**src/rtl/motor_move_sequencer.sv**
```systemverilog
// rtl/motor_move_sequencer.sv - one MOTOR_CONTROL channel positioning move sequencer
//
// Runs one move: power-up, enable, duty ramp, run, counted stop, brake.
// Optional build macro: MOVE_SEQ_DECEL_EN adds a DECEL state that ramps the
// duty down over the last DECEL_PULSES tacho pulses of a move.
//
// Ports:
//   CLK, RST                 clock, synchronous active-high reset
//   CMD_VALID / CMD_READY    move command handshake (ready only in IDLE)
//   CMD_DIR/PULSES/DUTY      direction, target tacho edge count, target duty
//   ABORT                    level, controlled stop through BRAKE
//   FAULT_CLR                pulse, leave FAULT
//   TACHO, DIAG              asynchronous feedback (DIAG active-low)
//   M_C                      [0]=PWR [1]=EN [2]=FWDREV [3]=BR
//   DUTY_VALUE               duty to MOTOR_CONTROL
//   PULSE_CNT                tacho edges counted in current/last move
//   BUSY, DONE, FAULT_CODE   status (00 none, 01 stall, 10 diag, 11 aborted)
module motor_move_sequencer #(
    parameter logic [15:0] RAMP_STEP     = 16'd250,
    parameter int unsigned RAMP_DIV      = 50000,
    parameter int unsigned PWR_SETTLE    = 50000,
    parameter int unsigned BRAKE_HOLD    = 2500000,
    parameter int unsigned STALL_TIMEOUT = 5000000
`ifdef MOVE_SEQ_DECEL_EN
    ,
    parameter logic [15:0] DECEL_PULSES  = 16'd32
`endif
) (
    input  logic        CLK,
    input  logic        RST,
    input  logic        CMD_VALID,
    output logic        CMD_READY,
    input  logic        CMD_DIR,
    input  logic [15:0] CMD_PULSES,
    input  logic [15:0] CMD_DUTY,
    input  logic        ABORT,
    input  logic        FAULT_CLR,
    input  logic        TACHO,
    input  logic        DIAG,
    output logic [3:0]  M_C,
    output logic [15:0] DUTY_VALUE,
    output logic [15:0] PULSE_CNT,
    output logic        BUSY,
    output logic        DONE,
    output logic [1:0]  FAULT_CODE
);

    localparam logic [31:0] RAMP_LAST  = 32'(RAMP_DIV - 1);
    localparam logic [31:0] PWR_LAST   = 32'(PWR_SETTLE - 1);
    localparam logic [31:0] BRAKE_LAST = 32'(BRAKE_HOLD - 1);
    localparam logic [31:0] STALL_LAST = 32'(STALL_TIMEOUT - 1);

    typedef enum logic [2:0] {
        ST_IDLE,
        ST_PWR_ON,
        ST_RAMP,
        ST_RUN,
        ST_BRAKE,
        ST_FAULT,
        ST_DECEL
    } state_t;

    state_t      state;
    logic [31:0] timer;
    logic [31:0] stall_cnt;
    logic        dir_l;
    logic [15:0] tgt_pulses;
    logic [15:0] tgt_duty;

    logic        tacho_s1, tacho_s2, tacho_s3;
    logic        diag_s1, diag_s2, diag_low_d;

    logic        tacho_edge;
    logic        diag_fault;
    logic [15:0] cnt_next;
    logic        target_hit;
    logic        stall_hit;
    logic        ramp_tick;
    logic [16:0] duty_sum;
    logic [15:0] duty_up;
`ifdef MOVE_SEQ_DECEL_EN
    logic [15:0] remaining;
    logic        decel_hit;
    logic [15:0] duty_down;
`endif

    // RST gates ready so the handshake reads 0 while reset is held
    assign CMD_READY = (state == ST_IDLE) && !RST;
    assign BUSY      = (state != ST_IDLE);

    always_comb begin
        tacho_edge = tacho_s2 & ~tacho_s3;
        // two consecutive synchronised low samples
        diag_fault = ~diag_s2 & diag_low_d;
        cnt_next   = (tacho_edge && PULSE_CNT != 16'hFFFF) ? PULSE_CNT + 16'd1 : PULSE_CNT;
        target_hit = (cnt_next >= tgt_pulses);
        // an edge on the timeout cycle itself still rescues the move
        stall_hit  = !tacho_edge && (stall_cnt == STALL_LAST);
        ramp_tick  = (timer == RAMP_LAST);
        // 17-bit sum so a large step near 16'hFFFF saturates instead of wrapping
        duty_sum   = {1'b0, DUTY_VALUE} + {1'b0, RAMP_STEP};
        duty_up    = (duty_sum >= {1'b0, tgt_duty}) ? tgt_duty : duty_sum[15:0];
`ifdef MOVE_SEQ_DECEL_EN
        remaining  = tgt_pulses - cnt_next;
        decel_hit  = (tgt_pulses > DECEL_PULSES) && (remaining <= DECEL_PULSES);
        if ({1'b0, DUTY_VALUE} >= {RAMP_STEP, 1'b0})
            duty_down = DUTY_VALUE - RAMP_STEP;
        else if (DUTY_VALUE < RAMP_STEP)
            duty_down = DUTY_VALUE;
        else
            duty_down = RAMP_STEP;
`endif
    end

    always_ff @(posedge CLK) begin
        if (RST) begin
            state      <= ST_IDLE;
            M_C        <= 4'b0000;
            DUTY_VALUE <= 16'd0;
            PULSE_CNT  <= 16'd0;
            DONE       <= 1'b0;
            FAULT_CODE <= 2'b00;
            timer      <= 32'd0;
            stall_cnt  <= 32'd0;
            dir_l      <= 1'b0;
            tgt_pulses <= 16'd0;
            tgt_duty   <= 16'd0;
            tacho_s1   <= 1'b0;
            tacho_s2   <= 1'b0;
            tacho_s3   <= 1'b0;
            diag_s1    <= 1'b1;
            diag_s2    <= 1'b1;
            diag_low_d <= 1'b0;
        end else begin
            tacho_s1   <= TACHO;
            tacho_s2   <= tacho_s1;
            tacho_s3   <= tacho_s2;
            diag_s1    <= DIAG;
            diag_s2    <= diag_s1;
            diag_low_d <= ~diag_s2;
            DONE       <= 1'b0;

            case (state)
                ST_IDLE: begin
                    M_C        <= 4'b0000;
                    DUTY_VALUE <= 16'd0;
                    if (CMD_VALID) begin
                        dir_l      <= CMD_DIR;
                        tgt_pulses <= CMD_PULSES;
                        tgt_duty   <= CMD_DUTY;
                        PULSE_CNT  <= 16'd0;
                        FAULT_CODE <= 2'b00;
                        if (CMD_PULSES == 16'd0) begin
                            DONE <= 1'b1;
                        end else begin
                            state <= ST_PWR_ON;
                            M_C   <= {1'b0, CMD_DIR, 1'b0, 1'b1};
                            timer <= 32'd0;
                        end
                    end
                end

                ST_PWR_ON: begin
                    if (diag_fault) begin
                        state      <= ST_FAULT;
                        M_C        <= 4'b0000;
                        DUTY_VALUE <= 16'd0;
                        FAULT_CODE <= 2'b10;
                    end else if (ABORT) begin
                        state      <= ST_BRAKE;
                        M_C        <= {1'b1, dir_l, 1'b0, 1'b1};
                        DUTY_VALUE <= 16'd0;
                        FAULT_CODE <= 2'b11;
                        timer      <= 32'd0;
                    end else if (timer == PWR_LAST) begin
                        state     <= ST_RAMP;
                        M_C       <= {1'b0, dir_l, 1'b1, 1'b1};
                        timer     <= 32'd0;
                        stall_cnt <= 32'd0;
                    end else begin
                        timer <= timer + 32'd1;
                    end
                end

                // The stall window opens on RAMP entry and runs continuously
                // through RUN/DECEL; only tacho edges restart it.
                ST_RAMP, ST_RUN, ST_DECEL: begin
                    PULSE_CNT <= cnt_next;
                    stall_cnt <= tacho_edge ? 32'd0 : stall_cnt + 32'd1;
                    if (diag_fault) begin
                        state      <= ST_FAULT;
                        M_C        <= 4'b0000;
                        DUTY_VALUE <= 16'd0;
                        FAULT_CODE <= 2'b10;
                    end else if (stall_hit) begin
                        state      <= ST_FAULT;
                        M_C        <= 4'b0000;
                        DUTY_VALUE <= 16'd0;
                        FAULT_CODE <= 2'b01;
                    end else if (ABORT) begin
                        state      <= ST_BRAKE;
                        M_C        <= {1'b1, dir_l, 1'b0, 1'b1};
                        DUTY_VALUE <= 16'd0;
                        FAULT_CODE <= 2'b11;
                        timer      <= 32'd0;
                    end else if (target_hit) begin
                        state      <= ST_BRAKE;
                        M_C        <= {1'b1, dir_l, 1'b0, 1'b1};
                        DUTY_VALUE <= 16'd0;
                        timer      <= 32'd0;
`ifdef MOVE_SEQ_DECEL_EN
                    end else if (state != ST_DECEL && decel_hit) begin
                        state <= ST_DECEL;
                        timer <= 32'd0;
                    end else if (state == ST_DECEL) begin
                        if (ramp_tick) begin
                            timer      <= 32'd0;
                            DUTY_VALUE <= duty_down;
                        end else begin
                            timer <= timer + 32'd1;
                        end
`endif
                    end else if (state == ST_RAMP) begin
                        if (ramp_tick) begin
                            timer      <= 32'd0;
                            DUTY_VALUE <= duty_up;
                            if (duty_up == tgt_duty)
                                state <= ST_RUN;
                        end else begin
                            timer <= timer + 32'd1;
                        end
                    end
                end

                ST_BRAKE: begin
                    // overshoot edges remain visible in PULSE_CNT
                    PULSE_CNT <= cnt_next;
                    if (diag_fault) begin
                        state      <= ST_FAULT;
                        M_C        <= 4'b0000;
                        DUTY_VALUE <= 16'd0;
                        FAULT_CODE <= 2'b10;
                    end else if (timer == BRAKE_LAST) begin
                        state <= ST_IDLE;
                        M_C   <= 4'b0000;
                        DONE  <= 1'b1;
                    end else begin
                        timer <= timer + 32'd1;
                    end
                end

                ST_FAULT: begin
                    M_C        <= 4'b0000;
                    DUTY_VALUE <= 16'd0;
                    if (FAULT_CLR)
                        state <= ST_IDLE;
                end

                default: begin
                    state      <= ST_IDLE;
                    M_C        <= 4'b0000;
                    DUTY_VALUE <= 16'd0;
                end
            endcase
        end
    end

endmodule

```
**config.mk**
```make
export PLATFORM = sky130hd
export DESIGN_NAME = motor_move_sequencer
export DESIGN_NICKNAME = d
export VERILOG_FILES = /design/src/rtl/motor_move_sequencer.sv
export SDC_FILE = /design/constraint.sdc
export NUM_CORES = 1
export LEC_CHECK = 0
export ABC_AREA = 0
export CORE_ASPECT_RATIO = 1.4
export CORE_UTILIZATION = 25
export CTS_BUF_LIST = sky130_fd_sc_hd__clkbuf_16
export DETAILED_ROUTE_END_ITERATION = 12
export GPL_TIMING_DRIVEN = 0
export PLACE_DENSITY = 0.4
export SYNTH_ARGS = -nofsm -noshare
export SYNTH_HDL_FRONTEND = slang
export SYNTH_SLANG_ARGS = --single-unit
```
**constraint.sdc**
```tcl
create_clock -name CLK -period 4.4 [get_ports CLK]
set_clock_uncertainty 0.05 [all_clocks]
set_input_delay 1.32 -clock CLK [delete_from_list [all_inputs] [get_ports CLK]]
set_output_delay 1.32 -clock CLK [all_outputs]
set_load 0.1 [all_outputs]
```
# After elaboration in Yosys (flattened, before gate mapping)
# Cells that the tools add are included.
totals:
  regBits: 145
  latchBits: 0
  ram_bits: 0
  mem_bits_ro: 0
  memories: 0
op_classes:
  add_sub_neg: 4
  multipliers: 0
  div_mod_pow: 0
  order_cmp: 2
  n_eq_ne: 30
  shifts: 0
  mux: 72
  bitwise_logic: 4
  n_reduce_logical: 21
op_table:
  columns: ["op", "n"]
  rows:
  - ["$mux 32", 16]
  - ["$mux 16", 12]
  - ["$pmux 32 s4", 1]
  - ["$add 32x1->32 const B", 2]
  - ["$pmux 32 s2", 1]
  - ["$mux 3", 17]
  - ["$pmux 16 s3", 1]
  - ["$mux 4", 9]
  - ["$eq 32x16->1 const B", 1]
  - ["$eq 32x22->1 const B", 1]
  - ["$eq 32x23->1 const B", 1]
  - ["$pmux 16 s2", 1]
  - ["$ne 2x2->1 const B", 11]
  - ["$ne 6x6->1 const B", 3]
  - ["$add 16x8->17 const B", 1]
  - ["$ge 17x16->1", 1]
  - ["$add 16x1->16 const B", 1]
  - ["$eq 16x16->1", 1]
  - ["$ge 16x16->1", 1]
  - ["$logic_not 16->1", 1]
  - ["$ne 16x16->1 const B", 1]
  - ["$pmux 4 s4", 1]
  - ["$pmux 3 s5", 1]
  - ["$mux 2", 6]
  - ["24 further kinds", 41]

# Longest topological paths before layout
logic_depth:
  depth_word: 12
  depth_mapped: 20

# Worst setup path after synthesis
# No wires, ideal clock.
synth_timing:
  path_kind: "reg-to-reg"
  startpoint: "register PULSE_CNT[4]"
  endpoint: "register timer[30]"
  setup_ps: 62
  t_arrival_ps: 5270
  t_required_ps: 4288
  path_slack_ps: -982
  stages_incl_launch_ff: 18
  path_buffers: 2
  path_cell_list: "dfxtp_1 clkbuf_1 and4_1 nand4_1 nor4_1 a31oi_1 xnor2_1 ha_1 nand2b_1 a211oi_1 o21bai_1 a41o_1 a2111oi_0 clkbuf_1 o31a_1 nand2_1 or4_1 nand3_1"
synth_via:
  elab_chain_cells: 9
  word_cells_on_any_way: 12
  classes_between: "add/sub (1); order compare (1); eq/ne (2); mux (6); reduce/logical (2)"
synth_lines:
  columns: ["element", "line", "rtl"]
  rows:
  - ["from (decl)", "42", "output logic [15:0] PULSE_CNT,"]
  - ["from (signal assigned)", "188", "PULSE_CNT <= cnt_next;"]
  - ["from (signal assigned)", "237", "PULSE_CNT <= cnt_next;"]
  - ["parallel branches: the longest is 2 deep, another holds $add 16x1->16", null, null]
  - ["$mux 16 *", "95", "cnt_next = (tacho_edge && PULSE_CNT != 16'hFFFF) ? PULSE_CNT + 16'd1 : PULSE_CNT;"]
  - ["$ge 16x16->1 *", "96", "target_hit = (cnt_next >= tgt_pulses);"]
  - ["$mux 32", "206", "end else if (target_hit) begin"]
  - ["$mux 32", "200", "end else if (ABORT) begin"]
  - ["$mux 32", "195", "end else if (stall_hit) begin"]
  - ["$mux 32", "190", "if (diag_fault) begin"]
  - ["$pmux 32 s4", "143", "case (state)"]
  - ["to (signal assigned)", "181", "timer <= timer + 32'd1;"]
  - ["to (signal assigned)", "230", "timer <= timer + 32'd1;"]
  - ["to (signal assigned)", "248", "timer <= timer + 32'd1;"]
  - ["to (decl)", "64", "logic [31:0] timer;"]
# Every way passes the cells marked *. The select of a mux whose other input is x is not followed.
# A chain may end at the register's enable or synchronous reset.

# Worst setup path in the final report
layout_timing:
  startpoint: "register PULSE_CNT[7]"
  endpoint: "register timer[30]"
# Same word-level chain as after synthesis.

==> results.txt <==
The pin slew with the least headroom to its limit is 1220 ps. The overflow left after global routing came out at 0. The sum of negative setup slack is 0 ps. The first TritonRoute pass finished after 5 iterations.

The standby leakage power is 4.00 nW. The number of slew-limit violations in the final report came out at 0. Clock tree synthesis selected as its root buffer the cell sky130_fd_sc_hd__clkbuf_16. The largest driver fanout on the critical path came out at 10. Summing the areas of all compound-gate instances in the mapped netlist gives 18.6% of the synthesized area. The share of cell area taken by muxes after synthesis came out at 0.504%. The number of enable-type register cells in the synthesized netlist is 0. Sorting the synthesized cells by area gives the leading types as sky130_fd_sc_hd__dfxtp_1, sky130_fd_sc_hd__nand2_1, sky130_fd_sc_hd__a21oi_1. The clock sink count is 145. From synthesis to final layout, the design area changed by 28.6%. The routed wirelength normalized by instance count is 16.8 um. Counting the fill cells in the layout gives 3608. The horizontal die dimension is 157 um. The clock-pin transition on the worst setup and hold timing paths is 60 ps. The tool flagged a number of max-cap violations equal to 0.

The worst hold path belongs to the class flop to flop. The average footprint of a synthesized cell is 7.56 um2. The congestion estimate from routability-driven global placement came to 0.816. The cell area after layout came out at 10900 um2. The number of nets handed over by synthesis was 1192. The pre-CTS setup slack came out at -1450 ps. The smallest setup slack after layout came out at 199 ps. The async set or reset register ratio after synthesis is 0%.

The number of hold buffers added after CTS was 0. The origin of the worst min-delay path is diag_s1$_SDFF_PP1_. Input and output buffers added on the ports amount to 79. The clock network latency to the later pin of the worst-skew pair came out at 450 ps.

The yosys synthesis warning count came out at 0. The endpoint identified for the worst register-to-register timing path is timer[30]$_SDFFE_PP0P_. The number of routed nets with antenna violations came out at 0. The number of antenna violations at the first check in global routing came out at 0. By area, the combinational part of the netlist is dominated by simple AND/OR/NAND/NOR gates.

The initial cell density of the core is 25.4%. The worst setup path is of the flop to flop kind. 81 I/O pins were placed. Timing would allow up to 238 MHz. The simple-gate share of the synthesized area came out at 29.4%.

Counting tap cells, the placed design contains a total of 1640 instances. The cell area after placement is 9860 um2. VDD sags by at most 0.275 mV.

The placement row count came out at 79. The netlist uses 72 different library cells. The number of diodes is 0. The final setup violation count came out at 0. In the final layout, the share of cells above drive strength 1 is 10.7%.

The global-route usage over all layers is 17.2%. The worst register-to-register path begins at PULSE_CNT[7]$_SDFFE_PP0P_. The final non-filler cell total is 1691.

The reg-to-reg setup timing slack came out at 200 ps. STA classifies the critical path startpoint as a flop. Of the synthesized area, sequential elements account for 34.4%. The XOR/XNOR share of the synthesized area is 6.95%.

The height of the chip came out at 219 um. Entering global routing, the biggest net connects 17 pins. The areal power density over the cells came out at 407 nW/um2.

The final-report hold violation count came out at 0. The die footprint is 34500 um2. The first global-routing pass estimated 44700 um of wire. The flip-flop and latch area came out at 2950 um2. In this run the cell area of the synthesized design comes to 8440 um2. The largest area contributor in the synthesized netlist is sky130_fd_sc_hd__dfxtp_1. The share of Yosys cell area claimed by the top area cell type came out at 34.4%.

The endpoint kind of the worst setup timing path is a flop. The minimum period implied by the final worst setup slack is 4200 ps. The area of the multi-input gates came out at 5340 um2. The flow ran to the end, and the final reports show no timing, DRC or antenna violations. Data on the critical path is required at its endpoint by 4740 ps. The worst hold path endpoint is diag_s2$_SDFF_PP1_.

For this block, the initial DRC count from the detailed router was 437. The per-cell via count in the routed design came out at 4.89. At the worst endpoint, the arrival time is 4550 ps. The number of cells traversed by the worst hold path is 1.

The share of the cycle needed by the critical path after routing came out at 95.5%. The synthesized netlist devotes 5.46% of its cell area to adder and majority cells. Counting cells, the worst reg-to-reg path comes to 20. The most instantiated flip-flop cell in the synthesis netlist is sky130_fd_sc_hd__dfxtp_1. The number of storage elements in the synthesis netlist is 145. The number of buffers created by CTS is 17. The detailed-route wire length is 28500 um. The number of global-route vias before repair came out at 8130. The CTS tree is done. After detailed routing, the number of remaining DRC violations is 0.

The standard cell core area is 33200 um2. The H-tree depth is 4. The total half-perimeter wirelength after legalization and detailed placement came out at 21200 um.

The final layout net count is 1310. The cell count after synthesis came out at 1116. The max-slew headroom at the worst pin is 18.2%.

Counting along the longest clock path gives a buffer depth of 2. The routed layout has 8268 vias.
[worst max-delay path: stages, from the launching register on]
cell                        delay [ps]
sky130_fd_sc_hd__dfxtp_4           360
sky130_fd_sc_hd__and4_4            200
sky130_fd_sc_hd__nand4_1           150
sky130_fd_sc_hd__nor4_4             60
sky130_fd_sc_hd__buf_4             150
sky130_fd_sc_hd__buf_4             140
sky130_fd_sc_hd__nor3_4            300
sky130_fd_sc_hd__and3_4            270
sky130_fd_sc_hd__xor2_2            170
sky130_fd_sc_hd__ha_1              250
sky130_fd_sc_hd__nand2_1            90
sky130_fd_sc_hd__o2111ai_1         130
sky130_fd_sc_hd__a41o_1            250
sky130_fd_sc_hd__a2111oi_4         280
sky130_fd_sc_hd__buf_4             200
sky130_fd_sc_hd__clkbuf_16         160
sky130_fd_sc_hd__o31a_1            150
sky130_fd_sc_hd__buf_4             130
sky130_fd_sc_hd__nand2_4            90
sky130_fd_sc_hd__or4_4             490
sky130_fd_sc_hd__nand3_1            90
[logic make-up (layout without fill, tap and decap cells)]
| group | count (synthesis) | in the layout |
|---|---|---|
| AND/OR/NAND/NOR | 505 | 505 |
| buffers and inverters | 103 | 233 |
| AO/OA/AOI/OAI | 255 | 255 |
| XOR/XNOR | 67 | 67 |
| multiplexers | 4 | 4 |
| flip-flops | 145 | 145 |
| adder cells (fa/ha/maj) | 37 | 37 |
[flip-flops by register name, indices dropped and copies added, names as in the netlist]
name / count
DONE: 1
DUTY_VALUE: 16
FAULT_CODE: 2
M_C: 4
PULSE_CNT: 16
diag_low_d: 1
diag_s1: 1
diag_s2: 1
dir_l: 1
stall_cnt: 32
state: 3
tacho_s1: 1
tacho_s2: 1
tacho_s3: 1
tgt_duty: 16
tgt_pulses: 16
timer: 32
[synth_stat cells, types with 5 or more instances]
cell type                  number
sky130_fd_sc_hd__nand2_1      169
sky130_fd_sc_hd__dfxtp_1      145
sky130_fd_sc_hd__nor2_1       114
sky130_fd_sc_hd__a21oi_1       96
sky130_fd_sc_hd__o21ai_0       74
sky130_fd_sc_hd__nand3_1       64
sky130_fd_sc_hd__inv_1         48
sky130_fd_sc_hd__clkbuf_1      47
sky130_fd_sc_hd__ha_1          36
sky130_fd_sc_hd__xnor2_1       35
sky130_fd_sc_hd__xor2_1        32
sky130_fd_sc_hd__and3_1        21
sky130_fd_sc_hd__nor3_1        19
sky130_fd_sc_hd__o31ai_1       19
sky130_fd_sc_hd__nand4_1       18
sky130_fd_sc_hd__nor4_1        18
sky130_fd_sc_hd__nor2b_1       15
sky130_fd_sc_hd__and2_1        13
sky130_fd_sc_hd__and4_1        11
sky130_fd_sc_hd__a31oi_1        9
sky130_fd_sc_hd__o32ai_1        7
sky130_fd_sc_hd__nand2b_1       6
sky130_fd_sc_hd__a21o_1         5
sky130_fd_sc_hd__nand4b_1       5
sky130_fd_sc_hd__o211ai_1       5
sky130_fd_sc_hd__o41ai_1        5
sky130_fd_sc_hd__or4_1          5
[cell usage in the layout, fill, tap and decap left out, types with 20 or more instances in the layout]
master and n:
sky130_fd_sc_hd__nand2_1 167, sky130_fd_sc_hd__dfxtp_1 123, sky130_fd_sc_hd__nor2_1 113, sky130_fd_sc_hd__a21oi_1 93, sky130_fd_sc_hd__clkdlybuf4s50_1 77, sky130_fd_sc_hd__o21ai_0 74
sky130_fd_sc_hd__nand3_1 63, sky130_fd_sc_hd__inv_1 51, sky130_fd_sc_hd__ha_1 35, sky130_fd_sc_hd__xnor2_1 33, sky130_fd_sc_hd__clkbuf_1 32, sky130_fd_sc_hd__xor2_1 31
sky130_fd_sc_hd__buf_4 24, sky130_fd_sc_hd__and3_1 20, sky130_fd_sc_hd__clkbuf_16 20
[worst max path at each step]
stage / cells past startpoint / to / slack [ps] / from
after floorplan: 17 / timer[30]$_SDFFE_PP0P_ / 9 / PULSE_CNT[4]$_SDFFE_PP0P_
after global placement: 18 / timer[9]$_SDFFE_PP0P_ / -1530 / PULSE_CNT[4]$_SDFFE_PP0P_
after detailed placement: 18 / timer[28]$_SDFFE_PP0P_ / -1450 / PULSE_CNT[4]$_SDFFE_PP0P_
after CTS: 5 / CMD_READY / 2 / RST
after global routing: 15 / state[0]$_SDFFE_PP0P_ / -0.6 / DUTY_VALUE[4]$_SDFFE_PP0P_
final: 20 / timer[30]$_SDFFE_PP0P_ / 200 / PULSE_CNT[7]$_SDFFE_PP0P_
[power by group]
part           total (W)  leakage (nW)  switching [W]  internal (W)
registers        0.00147          1.19      0.0000728       0.00139
logic            0.00145          2.52       0.000988      0.000466
clock network    0.00150         0.292       0.000611      0.000888
total            0.00442          4.00        0.00167       0.00275
[area by class of cell]
class,instances,share of cell area (%)
inverter,48,1.66
clock buffer,19,4.38
timing repair buffer,102,8.99
buffer,52,2.46
clock inverter,12,1.04
tap,445,5.13
sequential,145,27.1
multi-input combinational,868,49.2
[layer usage]
| metal | routed length [um] | part of all wire, % | track usage [%] | vias up |
|---|---|---|---|---|
| met4 | 779 | 2.7 | 6.67 | 0 |
| met3 | 1010 | 3.6 | 3.34 | 42 |
| li1 | - | - | - | 4175 |
| met5 | 0 | 0 | 0 | - |
| met2 | 14300 | 50 | 30.4 | 132 |
| met1 | 12400 | 44 | 20.1 | 3919 |
[timing repair]
action	in CTS	in global routing
pin swaps	14	4
cloned	0	0
endpoints found under the setup margin	56	47
gates resized for setup	48	16
setup buffers	15	8
[stage by stage]
step | power (W) | hold slack [ps] | util (%)
5_1_grt | 0.00467 | 368 | 32.7
4_1_cts | 0.00446 | 365 | 32.3
6_report | 0.00442 | 361 | 32.7
3_3_place_gp | 0.00286 | 356 | 29.7
2_1_floorplan | 0.00239 | 339 | -
3_5_place_dp | 0.00285 | 351 | 29.7
Note: power is estimated with default switching activity, not from simulation.
